[src/rtl/ram_pkg.sv]
// ram_pkg: shared controller state encoding, default geometry and latency, counter sizing.
//   Used by ram_ctrl (state type, counter width, defaults) and ram_array (default geometry).
package ram_pkg;

  localparam int defRamWidth  = 8;
  localparam int defAddrWidth = 8;
  localparam int defLatency   = 3;
  localparam int cntWidth     = 4;

  typedef enum logic [1:0] {
    IDLE = 2'b00,
    WAIT = 2'b01,
    ACK  = 2'b10
  } ctrlState;

  // The counter starts one below the latency because the WAIT edge that
  // sees zero is itself the access edge.
  function automatic logic [cntWidth-1:0] loadCount(input int lat);
    return cntWidth'(lat - 1);
  endfunction

endpackage

[src/rtl/ram_array.sv]
// ram_array: 2**addrWidth x ramWidth synchronous single-port storage, no reset.
//   clk | we: write wrData to addr | re: load rdData from addr | rdData: registered read data
module ram_array
  import ram_pkg::*;
#(
  parameter int ramWidth  = defRamWidth,
  parameter int addrWidth = defAddrWidth
) (
  input  logic                 clk,
  input  logic                 we,
  input  logic                 re,
  input  logic [addrWidth-1:0] addr,
  input  logic [ramWidth-1:0]  wrData,
  output logic [ramWidth-1:0]  rdData
);

  logic [ramWidth-1:0] mem [2**addrWidth];

  always_ff @(posedge clk) begin
    if (we) mem[addr] <= wrData;
    if (re) rdData <= mem[addr];
  end

endmodule

[src/rtl/ram_ctrl.sv]
// ram_ctrl: main-memory controller behind the cache, one word access per four-phase syn/ack handshake.
//   clk, clr (async, active-low)
//   syn, readWrite, addr, dataIn: request from cache, sampled together in IDLE
//   dataOut, ack: completion back to cache; ack held until syn drops
//   busy: state is not IDLE | protoErr: sticky, syn seen low while waiting
module ram_ctrl
  import ram_pkg::*;
#(
  parameter int ramWidth  = defRamWidth,
  parameter int addrWidth = defAddrWidth,
  parameter int latency   = defLatency
) (
  input  logic                 clk,
  input  logic                 clr,
  input  logic                 syn,
  input  logic                 readWrite,
  input  logic [addrWidth-1:0] addr,
  input  logic [ramWidth-1:0]  dataIn,
  output logic [ramWidth-1:0]  dataOut,
  output logic                 ack,
  output logic                 busy,
  output logic                 protoErr
);

  ctrlState             state;
  logic [cntWidth-1:0]  cnt;
  logic                 rwQ;
  logic [addrWidth-1:0] addrQ;
  logic [ramWidth-1:0]  dataQ;
  logic [ramWidth-1:0]  rdData;
  logic                 haveData;
  logic                 access;

  // The array fires on the same edge that moves WAIT to ACK, so its
  // registered read data lands together with ack.
  assign access = (state == WAIT) && (cnt == '0);
  assign busy   = state != IDLE;
  // The array has no reset; until a read completes after reset, show zero.
  assign dataOut = haveData ? rdData : '0;

  ram_array #(
    .ramWidth (ramWidth),
    .addrWidth(addrWidth)
  ) array (
    .clk   (clk),
    .we    (access && rwQ),
    .re    (access && !rwQ),
    .addr  (addrQ),
    .wrData(dataQ),
    .rdData(rdData)
  );

  always_ff @(posedge clk or negedge clr) begin
    if (!clr) begin
      state    <= IDLE;
      cnt      <= '0;
      ack      <= 1'b0;
      protoErr <= 1'b0;
      haveData <= 1'b0;
      rwQ      <= 1'b0;
      addrQ    <= '0;
      dataQ    <= '0;
    end else begin
      case (state)
        IDLE: if (syn) begin
          rwQ   <= readWrite;
          addrQ <= addr;
          dataQ <= dataIn;
          cnt   <= loadCount(latency);
          state <= WAIT;
        end
        WAIT: begin
          // An early syn drop is flagged but the access still completes.
          if (!syn) protoErr <= 1'b1;
          if (cnt != '0) cnt <= cnt - cntWidth'(1);
          else begin
            ack   <= 1'b1;
            state <= ACK;
            if (!rwQ) haveData <= 1'b1;
          end
        end
        ACK: if (!syn) begin
          ack   <= 1'b0;
          state <= IDLE;
        end
        default: state <= IDLE;
      endcase
    end
  end

endmodule

[config.mk]
export PLATFORM = sky130hd
export DESIGN_NAME = ram_ctrl
export DESIGN_NICKNAME = d
export VERILOG_FILES = /design/src/rtl/ram_pkg.sv /design/src/rtl/ram_array.sv /design/src/rtl/ram_ctrl.sv
export SDC_FILE = /design/constraint.sdc
export NUM_CORES = 2
export LEC_CHECK = 0
export CAP_MARGIN = 10
export CORE_MARGIN = 3
export CORE_UTILIZATION = 60
export CTS_CLUSTER_SIZE = 40
export DETAILED_ROUTE_END_ITERATION = 10
export PLACE_DENSITY = 0.76
export REMOVE_ABC_BUFFERS = 1
export SLEW_MARGIN = 20
export SYNTH_ARGS = -nofsm -noshare
export SYNTH_HDL_FRONTEND = slang
export SYNTH_HIERARCHICAL = 1
export SYNTH_SLANG_ARGS = --single-unit
[constraint.sdc]
create_clock -name clk -period 4.75 [get_ports clk]
set_clock_uncertainty 0.05 [all_clocks]
set_input_delay 0.7125 -clock clk [delete_from_list [all_inputs] [get_ports clk]]
set_output_delay 0.7125 -clock clk [all_outputs]
set_load 0.01 [all_outputs]
* Word-level counts from Yosys, hierarchy flattened
Memories as Yosys holds them, arrays and structs flattened. A register that Yosys moved wholly into a read port is not among the register bits.
Cells that the tools add are included.
** Storage, ports and cells
- Register bits after elaboration :: 26
- Latch bits :: 0
- RAM bits :: 2048
- ROM bits :: 0
- Bits of input ports :: 20
- Output and inout bits :: 11
- Logic and storage cells :: 48
- Memories kept :: 1
** Memories
- array.mem :: depth 256, bits a word 8, read ports 1, clocked after Yosys merged registers in 1, write ports 1, RTL line ram_array.sv:17 : logic [ramWidth-1:0] mem [2**addrWidth];
** Operators by class
- Add/subtract/negate cells :: 1
- Multipliers :: 0
- Divide/modulo/power cells :: 0
- Magnitude comparators :: 0
- Eq/ne operators :: 6
- Shift-type cells :: 0
- Multiplexer cells :: 13
- Bitwise operators :: 3
- Reduce and logical (&&, ||, !) cells :: 16
** Operators by type and width (count)
- AND reduction 3 bit :: 4
- two-way mux 4 bit :: 2
- two-way mux 8 bit :: 1
- one-hot mux 4 bit (2 select lines) :: 1
- two-way mux 2 bit :: 3
- inequality test 2 bit, second input constant :: 3
- one-hot mux 2 bit (3 select lines) :: 1
- nonzero test 2 bit :: 3
- zero test 4 bit :: 1
- two-way mux 1 bit :: 4
- AND reduction 2 bit :: 2
- nonzero test 4 bit :: 1
- subtractor 4 x 1 -> 4 bit, second input constant :: 1
- logical AND 1 bit :: 3
- NOT 1 bit :: 3
- == test 2 x 1 -> 1 bit, second input constant :: 1
- == test 2 bit, second input constant :: 1
- zero test 2 bit :: 1
- inequality test 2 x 1 -> 1 bit, second input constant :: 1
- one-hot mux 1 bit (2 select lines) :: 1
- zero test 1 bit :: 1

* Depth between registers and ports, before layout
- Word-level depth :: 5
- Gate-level depth with buffers :: 10
- Mapped depth without buffers :: 9

* Cells and area by module
The synthesis kept the hierarchy.
** By module, submodules not included
- ram_array :: times used 1, cells each 3547, area an instance 78572.9 µm², sequential area each 61739.2 µm²
- ram_ctrl :: times used 1, cells each 87, area an instance 1119.8 µm², sequential area each 650.6 µm²

* Worst setup path before layout
Ideal clock, no wire load.
- Kind :: flip-flop to flip-flop
- Start :: register dataQ[0]
- End :: memory array/mem[0][0] (netlist name) (data pin)
- Library setup time :: 0.803 ns
- Arrival :: 3.181 ns
- Setup slack :: 0.716 ns
- Cell stages (with the launch flop) :: 1
- Path buffers :: 0
- Cell sequence :: dfrtp_1
** RTL lines
- start: declaration :: RTL line ram_ctrl.sv:29 : logic [ramWidth-1:0] dataQ;
- start signal: assignment :: RTL line ram_ctrl.sv:68 : dataQ <= dataIn;
- end: declaration :: RTL line ram_array.sv:17
Straight into the memory's write port.

==> run metrics <==
Crit path max-delay family=compound AO/OA/AOI/OAI gates; smallest setup slack after layout=0.219 ns; via count=39.3k; Setup Fix Bufs, Post-CTS=0; Num CTS Buffers=195; top cell types by occurrence after synthesis=sky130_fd_sc_hd__edfxtp_1, sky130_fd_sc_hd__mux4_2, sky130_fd_sc_hd__a22oi_1; fraction of synthesis flops using an asynchronous set or reset pin=around 1.2%; library cell contributing the largest single delay on the critical path=sky130_fd_sc_hd__o41ai_1; post-route clock period utilization=95.4%; fin. max-slew vios=0; accumulated negative setup slack=0 ns; number of enable-type register cells in the synthesized netlist=2,056; number of vias per cell after detailed routing=6.87; initial core utilization=60.5%; detailed-route wire length=about 190 mm; vertical die dimension=~370 µm; status=completed; clock slew at reported path FFs=~0.06 ns; number of top-level design ports=31; delay of the slowest cell on the worst path=1.14 ns; net load switching power=0.0172 W; half-perimeter wire length after placement=108 mm; post-detailed-route DRC marker count=0; CTS Sinks=around 2.1k; CTS Root Cell=sky130_fd_sc_hd__clkbuf_16; synth top area cells=sky130_fd_sc_hd__edfxtp_1, sky130_fd_sc_hd__mux4_2, sky130_fd_sc_hd__a22oi_1; flop-to-flop setup slack=roughly 0.22 ns; Gate power share=27.9%; average footprint of a synthesized cell=roughly 22 µm²; count of cell instances traversed by the critical path=7; setup-violating endpoint count in the final report=0; arrival time reported for the critical path endpoint=about 5.0 ns; share of total power in sequential cells=44.5%; clock latency on the worst-skew pair=about 0.83 ns; share of post-route cells with drive strength above 1=between 20% and 30%; Yosys Warn Count=6; utilization after layout=approximately two thirds; Post-DRT Antenna Nets=0; net count reported at finish=around 3.8k; global-route wire length before repair=approximately 280 mm; reported leakage power=approximately 27 nW; number of buffers on the longest clock path=3; post-CTS sizing=0; Net Sw Frac=a little under a third; largest fanout on the critical path=37; portion of synthesized cell area occupied by the leading cell type=about 77%; sort of element at the start of the critical path=flop; detailed-routing iteration count for the pre-antenna-repair pass=6; Pwr Density=614 mW/mm²; pre-CTS setup slack=0.243 ns; worst reg-to-reg path cell count=7; required arrival time at the worst endpoint=5.24 ns; unrepaired setup endpoints after global routing=no; # H-tree levels=4; minimum period implied by the final worst setup slack=about 4.5 ns; vias in the first global route=39.2k; worst slew margin relative to its limit=16.3%; global-route total usage across every layer=27.9%; Detailed Route Iter0 Violations=5,425; cell area after synthesis=approximately 0.080 mm²; count of distinct cell types in the synthesized netlist=32; crit path capture type=flop; TritonCTS clock tree=done; source of the critical timing path=addrQ[0]; highest ir drop seen on vdd=approximately 530 µV; series of cell instances along the critical path=buf_12 -> buf_4 -> mux4_2 -> a22oi_1 -> a21oi_1 -> o41ai_1 -> nand4_1; RD Place Congestion=about 0.85; die outline area=around 0.14 mm²; cell row count=around 130; cell type with the largest total area after synthesis=sky130_fd_sc_hd__edfxtp_1; average wire length per cell after detail routing=about 33 µm; post-synthesis instance total=3,634; number of flip-flops and latches in the synthesized netlist=roughly 2.1k; relative contribution of the clock network to total power=27.6%; maxcap violations=0; area added between synthesis and finish=11.6%; transition at the pin with the smallest max-transition slack=1.24 ns; count of input and output buffers=30; sequential area share after synthesis=between 70 and 80%; type of the worst setup path=reg -> reg; RR Startpoint=addrQ[0]; maximum achievable frequency=0.221 GHz; horizontal die dimension=370 µm; maximum number of pins on one net before global-route repair=207; quantity of hold-fixing buffers added after cts=0; leading cell type by number of instances after synthesis=sky130_fd_sc_hd__edfxtp_1; flip-flop cell with the highest count after synthesis=sky130_fd_sc_hd__edfxtp_1; Crit Reg-Reg Endpoint=array/rdData[0]; internal power summed over all cells=0.0374 W; global-route congestion overflow total=0; core region area=about 0.13 mm²; initial antenna violation count=2; count of buffer and inverter cells on the critical path=2; class of the tightest hold or removal check=in -> async; final number of hold-violating endpoints=0
==> through the flow <==
step                      hold slack, ns  std cells  power (W)  cell area (µm²)
after floorplan                    0.367       3400     0.0322            78600
after global placement             0.413       5352     0.0394            82800
after detailed placement           0.412       5352     0.0397            82900
after CTS                          0.219       5715     0.0546            89000
after global routing               0.262       5715     0.0562            89000
final                              0.254       5716     0.0546            89000
==> how the worst max path moves through the flow <==
stage | slack [ns] | end
after detailed placement | 0.24 | array/rdData[0]
after global placement | 0.33 | array/rdData[0]
final | 0.22 | array/rdData[0]
after CTS | 0.25 | array/rdData[0]
after floorplan | -19.99 | array/mem[133][0]
after global routing | 0.18 | array/rdData[0]
==> registers in the layout, indices dropped and copies added, names as in the netlist <==
name	cells
array/mem	2048
addrQ	8
state	2
dataQ	8
rwQ	1
cnt	4
protoErr	1
array/rdData	8
haveData	1
ack	1
==> per-layer routing <==
| layer | global-route usage [%] | routed length [µm] | vias to the layer above |
|---|---|---|---|
| met5 | 0 | 17 | - |
| met4 | 10.4 | 7240 | 2 |
| met3 | 6.49 | 21400 | 390 |
| met2 | 41.9 | 88700 | 2640 |
| met1 | 40.9 | 69800 | 20500 |
| li1 | - | - | 15700 |
==> logic make-up after synthesis <==
kind of cell,share of synthesized area (%)
buffers and inverters,1.42
AOI/OAI and AO/OA,3.66
and+or+nand+nor,1.90
muxes,14.7
DFF,78.3
adders and majority gates,0.0157
==> cell type report <==
class / instances / area (µm²)
multi-input cells: 1312 / 16200
clock buffers: 256 / 5220
clock inverters: 107 / 907
diodes: 1 / 2.50
flip-flops and latches: 2082 / 62400
fillers: 7695 / 42700
repair buffers: 197 / 1990
inverters: 6 / 22.5
well taps: 1755 / 2200
==> cells in the final DEF (no fill, tap or decap), types with 16 or more instances in the layout <==
cell type,instances
sky130_fd_sc_hd__nand2_1,30
sky130_fd_sc_hd__clkbuf_16,200
sky130_fd_sc_hd__clkbuf_1,56
sky130_fd_sc_hd__buf_4,132
sky130_fd_sc_hd__clkdlybuf4s50_1,30
sky130_fd_sc_hd__a21oi_1,129
sky130_fd_sc_hd__nor3_1,30
sky130_fd_sc_hd__buf_12,35
sky130_fd_sc_hd__clkinv_1,47
sky130_fd_sc_hd__mux4_2,512
sky130_fd_sc_hd__edfxtp_1,2056
sky130_fd_sc_hd__clkinv_2,34
sky130_fd_sc_hd__a22oi_1,256
sky130_fd_sc_hd__o41ai_1,32
sky130_fd_sc_hd__nor2_1,234
sky130_fd_sc_hd__dfrtp_1,16
sky130_fd_sc_hd__mux2_2,17
==> power by group through the flow <==
stage / Combinational, W / Sequential (W) / Clock, W
detailed placement: 0.0151 / 0.0247 / 0
floorplan: 0.00622 / 0.0260 / 0
global route: 0.0160 / 0.0243 / 0.0158
global placement: 0.0148 / 0.0246 / 0
CTS: 0.0152 / 0.0243 / 0.0152
finish: 0.0152 / 0.0243 / 0.0151
Power figures use the tool's default switching activity.
